### src/rtl/alu_issue_ctrl_pkg.sv
// Shared definitions for the ALU issue controller: FSM encoding, opcode width
// and instruction field offsets derived from the data and register-address widths.
package alu_issue_ctrl_pkg;

    localparam int OP_W = 3;

    typedef enum logic [1:0] {
        ST_IDLE = 2'd0,
        ST_IMM  = 2'd1,
        ST_EXEC = 2'd2,
        ST_DONE = 2'd3
    } state_t;

    // Fields pack downward from the MSB: op, rd, rs; bit 0 is the immediate flag.
    function automatic int op_lsb(input int data_w);
        return data_w - OP_W;
    endfunction

    function automatic int rd_lsb(input int data_w, input int reg_aw);
        return data_w - OP_W - reg_aw;
    endfunction

    function automatic int rs_lsb(input int data_w, input int reg_aw);
        return data_w - OP_W - 2 * reg_aw;
    endfunction

endpackage

### src/rtl/alu_issue_regfile.sv
// Small register file: async clear, one write port, three combinational read ports.
// Reads see the old value until the write edge; no bypass.
module alu_issue_regfile #(
    parameter int DATA_W = 8,
    parameter int REG_AW = 2
) (
    input  logic              clk,
    input  logic              rst_n,
    input  logic              we,
    input  logic [REG_AW-1:0] wa,
    input  logic [DATA_W-1:0] wd,
    input  logic [REG_AW-1:0] ra0,
    output logic [DATA_W-1:0] rd0,
    input  logic [REG_AW-1:0] ra1,
    output logic [DATA_W-1:0] rd1,
    input  logic [REG_AW-1:0] ra2,
    output logic [DATA_W-1:0] rd2
);

    localparam int NREG = 1 << REG_AW;

    logic [DATA_W-1:0] regs [NREG];

    always_ff @(posedge clk or negedge rst_n) begin
        if (!rst_n) begin
            for (int i = 0; i < NREG; i++) begin
                regs[i] <= '0;
            end
        end else if (we) begin
            regs[wa] <= wd;
        end
    end

    assign rd0 = regs[ra0];
    assign rd1 = regs[ra1];
    assign rd2 = regs[ra2];

endmodule

### src/rtl/alu_issue_ctrl.sv
// Issue/writeback controller in front of a combinational ALU: decodes a byte
// instruction (optional immediate byte), drives registered operands, writes back result.
module alu_issue_ctrl
    import alu_issue_ctrl_pkg::*;
#(
    parameter int DATA_W = 8,
    parameter int REG_AW = 2
) (
    input  logic              clk,
    input  logic              rst_n,
    input  logic              ena,
    input  logic [DATA_W-1:0] in_data,
    input  logic              in_valid,
    output logic              in_ready,
    output logic [DATA_W-1:0] alu_a,
    output logic [DATA_W-1:0] alu_b,
    output logic [OP_W-1:0]   alu_op,
    input  logic [DATA_W-1:0] alu_r,
    input  logic              alu_zero,
    output logic              zero_flag,
    output logic              done,
    output logic              busy,
    input  logic [REG_AW-1:0] dbg_sel,
    output logic [DATA_W-1:0] dbg_data
);

    localparam int OP_LSB = op_lsb(DATA_W);
    localparam int RD_LSB = rd_lsb(DATA_W, REG_AW);
    localparam int RS_LSB = rs_lsb(DATA_W, REG_AW);

    state_t            state;
    logic [REG_AW-1:0] rd_q;
    logic [OP_W-1:0]   op_q;

    logic [OP_W-1:0]   f_op;
    logic [REG_AW-1:0] f_rd;
    logic [REG_AW-1:0] f_rs;
    logic              f_imm;
    logic              xfer;
    logic [REG_AW-1:0] ra_a;
    logic [DATA_W-1:0] rd_val;
    logic [DATA_W-1:0] rs_val;
    logic              wb_en;

    assign f_op  = in_data[OP_LSB +: OP_W];
    assign f_rd  = in_data[RD_LSB +: REG_AW];
    assign f_rs  = in_data[RS_LSB +: REG_AW];
    assign f_imm = in_data[0];

    assign in_ready = ena && (state == ST_IDLE || state == ST_IMM);
    assign busy     = (state != ST_IDLE);
    assign xfer     = in_valid && in_ready;
    assign wb_en    = ena && (state == ST_EXEC);

    // While waiting for the immediate, operand A comes from the latched rd.
    assign ra_a = (state == ST_IMM) ? rd_q : f_rd;

    alu_issue_regfile #(
        .DATA_W (DATA_W),
        .REG_AW (REG_AW)
    ) u_regfile (
        .clk   (clk),
        .rst_n (rst_n),
        .we    (wb_en),
        .wa    (rd_q),
        .wd    (alu_r),
        .ra0   (ra_a),
        .rd0   (rd_val),
        .ra1   (f_rs),
        .rd1   (rs_val),
        .ra2   (dbg_sel),
        .rd2   (dbg_data)
    );

    always_ff @(posedge clk or negedge rst_n) begin
        if (!rst_n) begin
            state     <= ST_IDLE;
            rd_q      <= '0;
            op_q      <= '0;
            alu_a     <= '0;
            alu_b     <= '0;
            alu_op    <= '0;
            zero_flag <= 1'b0;
            done      <= 1'b0;
        end else if (ena) begin
            case (state)
                ST_IDLE: begin
                    if (xfer) begin
                        rd_q <= f_rd;
                        if (f_imm) begin
                            op_q  <= f_op;
                            state <= ST_IMM;
                        end else begin
                            alu_a  <= rd_val;
                            alu_b  <= rs_val;
                            alu_op <= f_op;
                            state  <= ST_EXEC;
                        end
                    end
                end
                ST_IMM: begin
                    if (xfer) begin
                        alu_a  <= rd_val;
                        alu_b  <= in_data;
                        alu_op <= op_q;
                        state  <= ST_EXEC;
                    end
                end
                ST_EXEC: begin
                    zero_flag <= alu_zero;
                    done      <= 1'b1;
                    state     <= ST_DONE;
                end
                ST_DONE: begin
                    done  <= 1'b0;
                    state <= ST_IDLE;
                end
            endcase
        end
    end

endmodule

### config.mk
export PLATFORM = sky130hd
export DESIGN_NAME = alu_issue_ctrl
export DESIGN_NICKNAME = d
export VERILOG_FILES = /design/src/rtl/alu_issue_ctrl_pkg.sv /design/src/rtl/alu_issue_regfile.sv /design/src/rtl/alu_issue_ctrl.sv
export SDC_FILE = /design/constraint.sdc
export NUM_CORES = 1
export LEC_CHECK = 0
export ABC_AREA = 0
export BUFFER_PORTS_ARGS = -buffer_cell sky130_fd_sc_hd__buf_2
export CORE_MARGIN = 2
export CORE_UTILIZATION = 45
export CTS_CLUSTER_DIAMETER = 60
export DETAILED_ROUTE_END_ITERATION = 6
export GPL_ROUTABILITY_DRIVEN = 1
export PLACE_DENSITY = 0.66
export SLEW_MARGIN = 20
export SYNTH_ARGS = -nofsm -noshare
export SYNTH_HDL_FRONTEND = slang
export SYNTH_HIERARCHICAL = 1
export SYNTH_SLANG_ARGS = --single-unit
### constraint.sdc
create_clock -name clk -period 4.7 [get_ports clk]
set_input_delay 0.94 -clock clk [delete_from_list [all_inputs] [get_ports clk]]
set_output_delay 0.94 -clock clk [all_outputs]
set_load 0.1 [all_outputs]
### Word-level counts from Yosys, hierarchy flattened

Index checks and enable logic that the tools add are counted.

| storage, ports and cells | value |
|---|---|
| register bits | 60 |
| input port bits | 23 |
| output and inout bits | 31 |
| logic and storage cells | 72 |

| cells by class | value |
|---|---|
| order comparisons | 5 |
| eq/ne operators | 6 |
| mux-type cells | 30 |
| bitwise gates (word level) | 4 |
| reductions and logical operators | 15 |

Operators by type and width:

| cell | number |
|---|---|
| 8-bit 2-to-1 mux | 13 |
| 8-bit binary-select mux with 2-bit select | 3 |
| 32-bit bitwise mux | 1 |
| 8-bit one-hot mux with 2 select lines | 2 |
| 8-bit demux with 2-bit select | 1 |
| 3-bit >= comparator (second input constant) | 4 |
| 2-bit NOT with 3-bit output | 4 |
| 3-bit 2-to-1 mux | 3 |
| 2-bit 2-to-1 mux | 4 |
| 2-bit one-hot mux with 4 select lines | 1 |
| 2-bit inequality test (second input constant) | 3 |
| 3-bit one-hot mux with 2 select lines | 1 |
| 3-bit AND reduction | 2 |
| 2-bit nonzero test | 3 |
| 5-bit AND reduction | 1 |
| 2-bit == test (second input constant) | 2 |
| 1-bit logical AND | 4 |
| 2-bit AND reduction | 2 |
| 4-bit AND reduction | 1 |
| 3-bit by 1-bit less-than comparator with 1-bit output (second input constant) | 1 |
| 2-bit by 1-bit == test with 1-bit output (second input constant) | 1 |
| 2-bit logical NOT | 1 |
| 1-bit one-hot mux with 2 select lines | 1 |
| 1-bit logical OR | 1 |

### Depth between registers and ports, before layout

| logic depth | value |
|---|---|
| word-level depth | 9 |
| depth in mapped cells | 7 |
| mapped depth without buffers | 5 |

### Cells and area by module

Netlist, hierarchy kept.

Modules (own cells, without submodules):

| module | times used | cells each | area each (µm²) | sequential area each (µm²) |
|---|---|---|---|---|
| alu_issue_regfile | 1 | 98 | 1,779.2 | 800.8 |
| alu_issue_ctrl | 1 | 90 | 1,335.0 | 700.7 |

### Worst setup path after synthesis

No wires, ideal clock.

| timing path | value |
|---|---|
| path type | in2out |
| from | input dbg_sel[0] |
| to | output dbg_data[0] |
| arrival | 1,973 ps |
| required time | 3,760 ps |
| slack | 1,787 ps |
| stages on the path | 2 |
| path buffers | 1 |
| cell sequence | buf_2 mux4_2 |

| on the way | value |
|---|---|
| cells in the longest elaborated chain, start to end | 4 |

RTL lines:

| item | line | RTL |
|---|---|---|
| from (decl) | alu_issue_ctrl.sv:23 | `input logic [REG_AW-1:0] dbg_sel,` |
| 2-bit NOT with 3-bit output (not written as such) | alu_issue_regfile.sv:36 | `assign rd2 = regs[ra2];` |
| 8-bit binary-select mux with 2-bit select | alu_issue_regfile.sv:36 |  |
| 8-bit 2-to-1 mux (not written as such) (2 in series) | alu_issue_regfile.sv:36 |  |
| to (decl) | alu_issue_ctrl.sv:24 | `output logic [DATA_W-1:0] dbg_data` |

Every way passes these cells. The select of a mux whose other input is x is not followed.

### Worst setup path in the final report

| timing path | value |
|---|---|
| from | register state[1] |
| to | output in_ready |

| on the way | value |
|---|---|
| cells in the longest elaborated chain, start to end | 3 |
| elaborated cells between the ends (all ways) | 4 |
| classes of those cells | eq/ne: 1; reduce/logical: 3 |

RTL lines:

| item | line | RTL |
|---|---|---|
| from (decl) | alu_issue_ctrl.sv:31 | `state_t state;` |
| from (signal assigned) | alu_issue_ctrl.sv:77 | `state <= ST_IDLE;` |
| from (signal assigned) | alu_issue_ctrl.sv:92 | `state <= ST_IMM;` |
| from (signal assigned) | alu_issue_ctrl.sv:97 | `state <= ST_EXEC;` |
| 2-bit by 1-bit == test with 1-bit output or 2-bit logical NOT (tied branches) | alu_issue_ctrl.sv:50 | `assign in_ready = ena && (state == ST_IDLE \|\| state == ST_IMM);` |
| 1-bit logical OR * | alu_issue_ctrl.sv:50 |  |
| 1-bit logical AND * | alu_issue_ctrl.sv:50 |  |
| to (decl) | alu_issue_ctrl.sv:14 | `output logic in_ready,` |

Mark *: on every way between the ends. The rest lies on a longest branch, timed or not.

==> impl_metrics.env <==
export IMPL_dp_worst_setup_slack_ns=1.63
export IMPL_worst_setup_slack_final_ns=1.51
export IMPL_place_detailed_hpwl_mm=4.35
export IMPL_number_of_antenna_violating_nets_in_the_routed_design=0
export IMPL_finalNetCount=273
export IMPL_slew_limit_headroom_pct=30.4
export IMPL_rsz0062_at_grt="false"
export IMPL_dr_max_layer_used="met4"
export IMPL_finalCritPeriodShare_pct=67.9
export IMPL_ff2ff_setup_slack_ns=1.99
export IMPL_post_synth_inst_count=188
export IMPL_postLayoutCoreUtil_pct=53.7
export IMPL_grt_first_pass_wirelength_mm=10.3
export IMPL_post_cts_setup_buffers=0
export IMPL_met2_wirelength_from_detailed_routing_mm=3.22
export IMPL_routed_wire_length_per_instance_microns=19.9
export IMPL_cts_resized_gates=0
export IMPL_yosysWarnings=6
export IMPL_startpoint_type="flop"
export IMPL_finalSetupViolations=0
export IMPL_cp_required_ns=3.76
export IMPL_max_freq_ghz=0.313
export IMPL_number_of_global_route_vias_before_repair=1848
export IMPL_first_pass_iters=4
export IMPL_min_path_type="flop to flop"
export IMPL_layout_cells_most_common="sky130_fd_sc_hd__mux2_2"
export IMPL_worstReg2RegStart="state[1]"
export IMPL_setup_tns_ns=0
export IMPL_holdWs_ns=0.498
export IMPL_timing_critical_path_to_type="primary output"
export IMPL_postRouteWirelength_mm=6.54
export IMPL_clk_path_buf_depth=2
export IMPL_timing_rr_end="alu_a[3]"
export IMPL_cts_hold_fix_buffers=0
export IMPL_initialDrtViolationCount=48
export IMPL_worstHoldStart="alu_op[0]"
export IMPL_critPathMaxFanout=14
export IMPL_die_w_microns=87.2
export IMPL_worstSkewPairLatency_ns=0.33
export IMPL_layout_filler_cells=580
export IMPL_timing_final_max_slew_violations=0
export IMPL_ioPinCount=54
export IMPL_drc=0
export IMPL_post_route_cells_drive_above_1_share_pct=67.1
export IMPL_setup_worst_path_class="flop to primary output"
export IMPL_mappedNetlistNets=216
export IMPL_post_route_min_period_ns=3.19
export IMPL_synthesis_area_per_instance_sq_um=16.6
export IMPL_globalRouteTotalUtil_pct=18.8
export IMPL_design_core_area_sq_um=6760
export IMPL_maxCapViolations=0
export IMPL_hold_violations=0
export IMPL_fin_skew_ns=0.00642
export IMPL_post_synthesis_cell_area_sq_um=3110
export IMPL_dieHeight_microns=87.2
export IMPL_dr_total_vias=1859
export IMPL_grt_start_max_net_pins=41
export IMPL_synth_yosys_seq_area_share_pct=48.2
export IMPL_floorplan_initialDensity_pct=46.1
export IMPL_number_of_antenna_violations_at_the_first_check_in_global_routing=0
export IMPL_layout_common_cells="sky130_fd_sc_hd__mux2_2, sky130_fd_sc_hd__dfrtp_1, sky130_fd_sc_hd__buf_2, sky130_fd_sc_hd__mux4_2, sky130_fd_sc_hd__clkbuf_8"
export IMPL_synth_cell_type_count=22
export IMPL_place_congestion=0.742
export IMPL_rows=30
export IMPL_tightest_slew_ns=1.04
export IMPL_syn2layout_area_growth_pct=16.4
export IMPL_grt_ovfl_total=0
export IMPL_met1_length_mm=3.00
export IMPL_route_met3_wl_microns=243
export IMPL_cts_tree="yes"
export IMPL_hold_path_endpoint="alu_op[0]"
export IMPL_yosys_reg_bits=60
export IMPL_clockRootBuffer="sky130_fd_sc_hd__clkbuf_8"
export IMPL_portBuffers=53
export IMPL_clk_pin_slew_worst_paths_ns=0.06
export IMPL_reg2regPathDepth=5
export IMPL_whs_path_depth=1
export IMPL_htree_levels=3
export IMPL_tritoncts_num_buffers=9
export IMPL_diodes=0
export IMPL_drt_via_density=5.65
export IMPL_result_of_the_run="finished clean"
export IMPL_critical_path_arrival_ns=2.25
export IMPL_design_die_area_sq_um=7600
export IMPL_clock_sinks=60
-- critical path: stages (launching register included) --
cell                      delay [ns]
sky130_fd_sc_hd__dfrtp_1        0.40
sky130_fd_sc_hd__inv_1          0.12
sky130_fd_sc_hd__ha_1           0.62
sky130_fd_sc_hd__nor2_2         0.14
sky130_fd_sc_hd__and2b_2        0.23
sky130_fd_sc_hd__buf_2          0.41
-- cell type report --
| cell class | count | area [sq um] | share of cell area [%] |
|---|---|---|---|
| multi-input cells | 116 | 1550 | 42.8 |
| flip-flops and latches | 60 | 1500 | 41.4 |
| repair buffers | 54 | 273 | 7.52 |
| clock buffers | 13 | 149 | 4.11 |
| well taps | 80 | 100 | 2.76 |
| clock inverters | 2 | 35.0 | 0.966 |
| inverters | 4 | 15.0 | 0.414 |
-- cell usage after synthesis (all sizes together) --
library cell / n / share of area (%)
a2bb2oi: 1 / 0.28
mux2i: 4 / 1.3
buf: 7 / 1.3
a211oi: 1 / 0.64
nor2: 1 / 0.20
nor3b: 1 / 0.60
and2b: 1 / 0.28
dfrtp: 60 / 48
clkbuf: 1 / 0.12
mux4: 24 / 17
nand2: 1 / 0.12
nand4: 1 / 0.20
nand3b: 2 / 0.72
mux2: 70 / 25
and2: 1 / 0.20
inv: 4 / 0.48
nand3: 2 / 0.48
ha: 5 / 2.0
o21ai: 1 / 0.16
-- routing by layer --
metal / GRT usage [%] / vias to the layer above
li1: - / 842
met1: 26.1 / 971
met2: 29.2 / 39
met3: 3.89 / 7
met4: 7.55 / 0
met5: 0 / -
-- cell families (layout without fill, tap and decap cells) --
logic type / count (synthesis) / count (layout) / share of synthesized area, %
mux: 98 / 98 / 44.0
flops: 60 / 60 / 48.2
compound gates: 3 / 3 / 1.08
simple gates: 10 / 10 / 2.81
buf+inv: 12 / 73 / 1.93
fa+ha+maj: 5 / 5 / 2.01
-- through the flow --
stage                     cell area [sq um]  instances
after floorplan                        3110        188
after global placement                 3440        314
after detailed placement               3440        314
after CTS                              3630        329
after global routing                   3630        329
final                                  3630        329
-- worst max-delay path by stage --
stage                          start          end  slack, ns
after floorplan           dbg_sel[0]  dbg_data[0]       1.79
after detailed placement  dbg_sel[0]  dbg_data[0]       1.63
after global placement    dbg_sel[0]  dbg_data[7]       1.63
after CTS                   state[1]     in_ready       1.46
final                       state[1]     in_ready       1.51
after global routing        state[1]     in_ready       1.37
-- registers in the layout, indices dropped and copies added (netlist names) --
signal	cells
alu_a	8
alu_b	8
alu_op	3
done	1
op_q	3
rd_q	2
state	2
u_regfile/regs	32
zero_flag	1
Power is not shown: default switching activity piles up to over one toggle a cycle in this logic, so the estimate is an artifact.
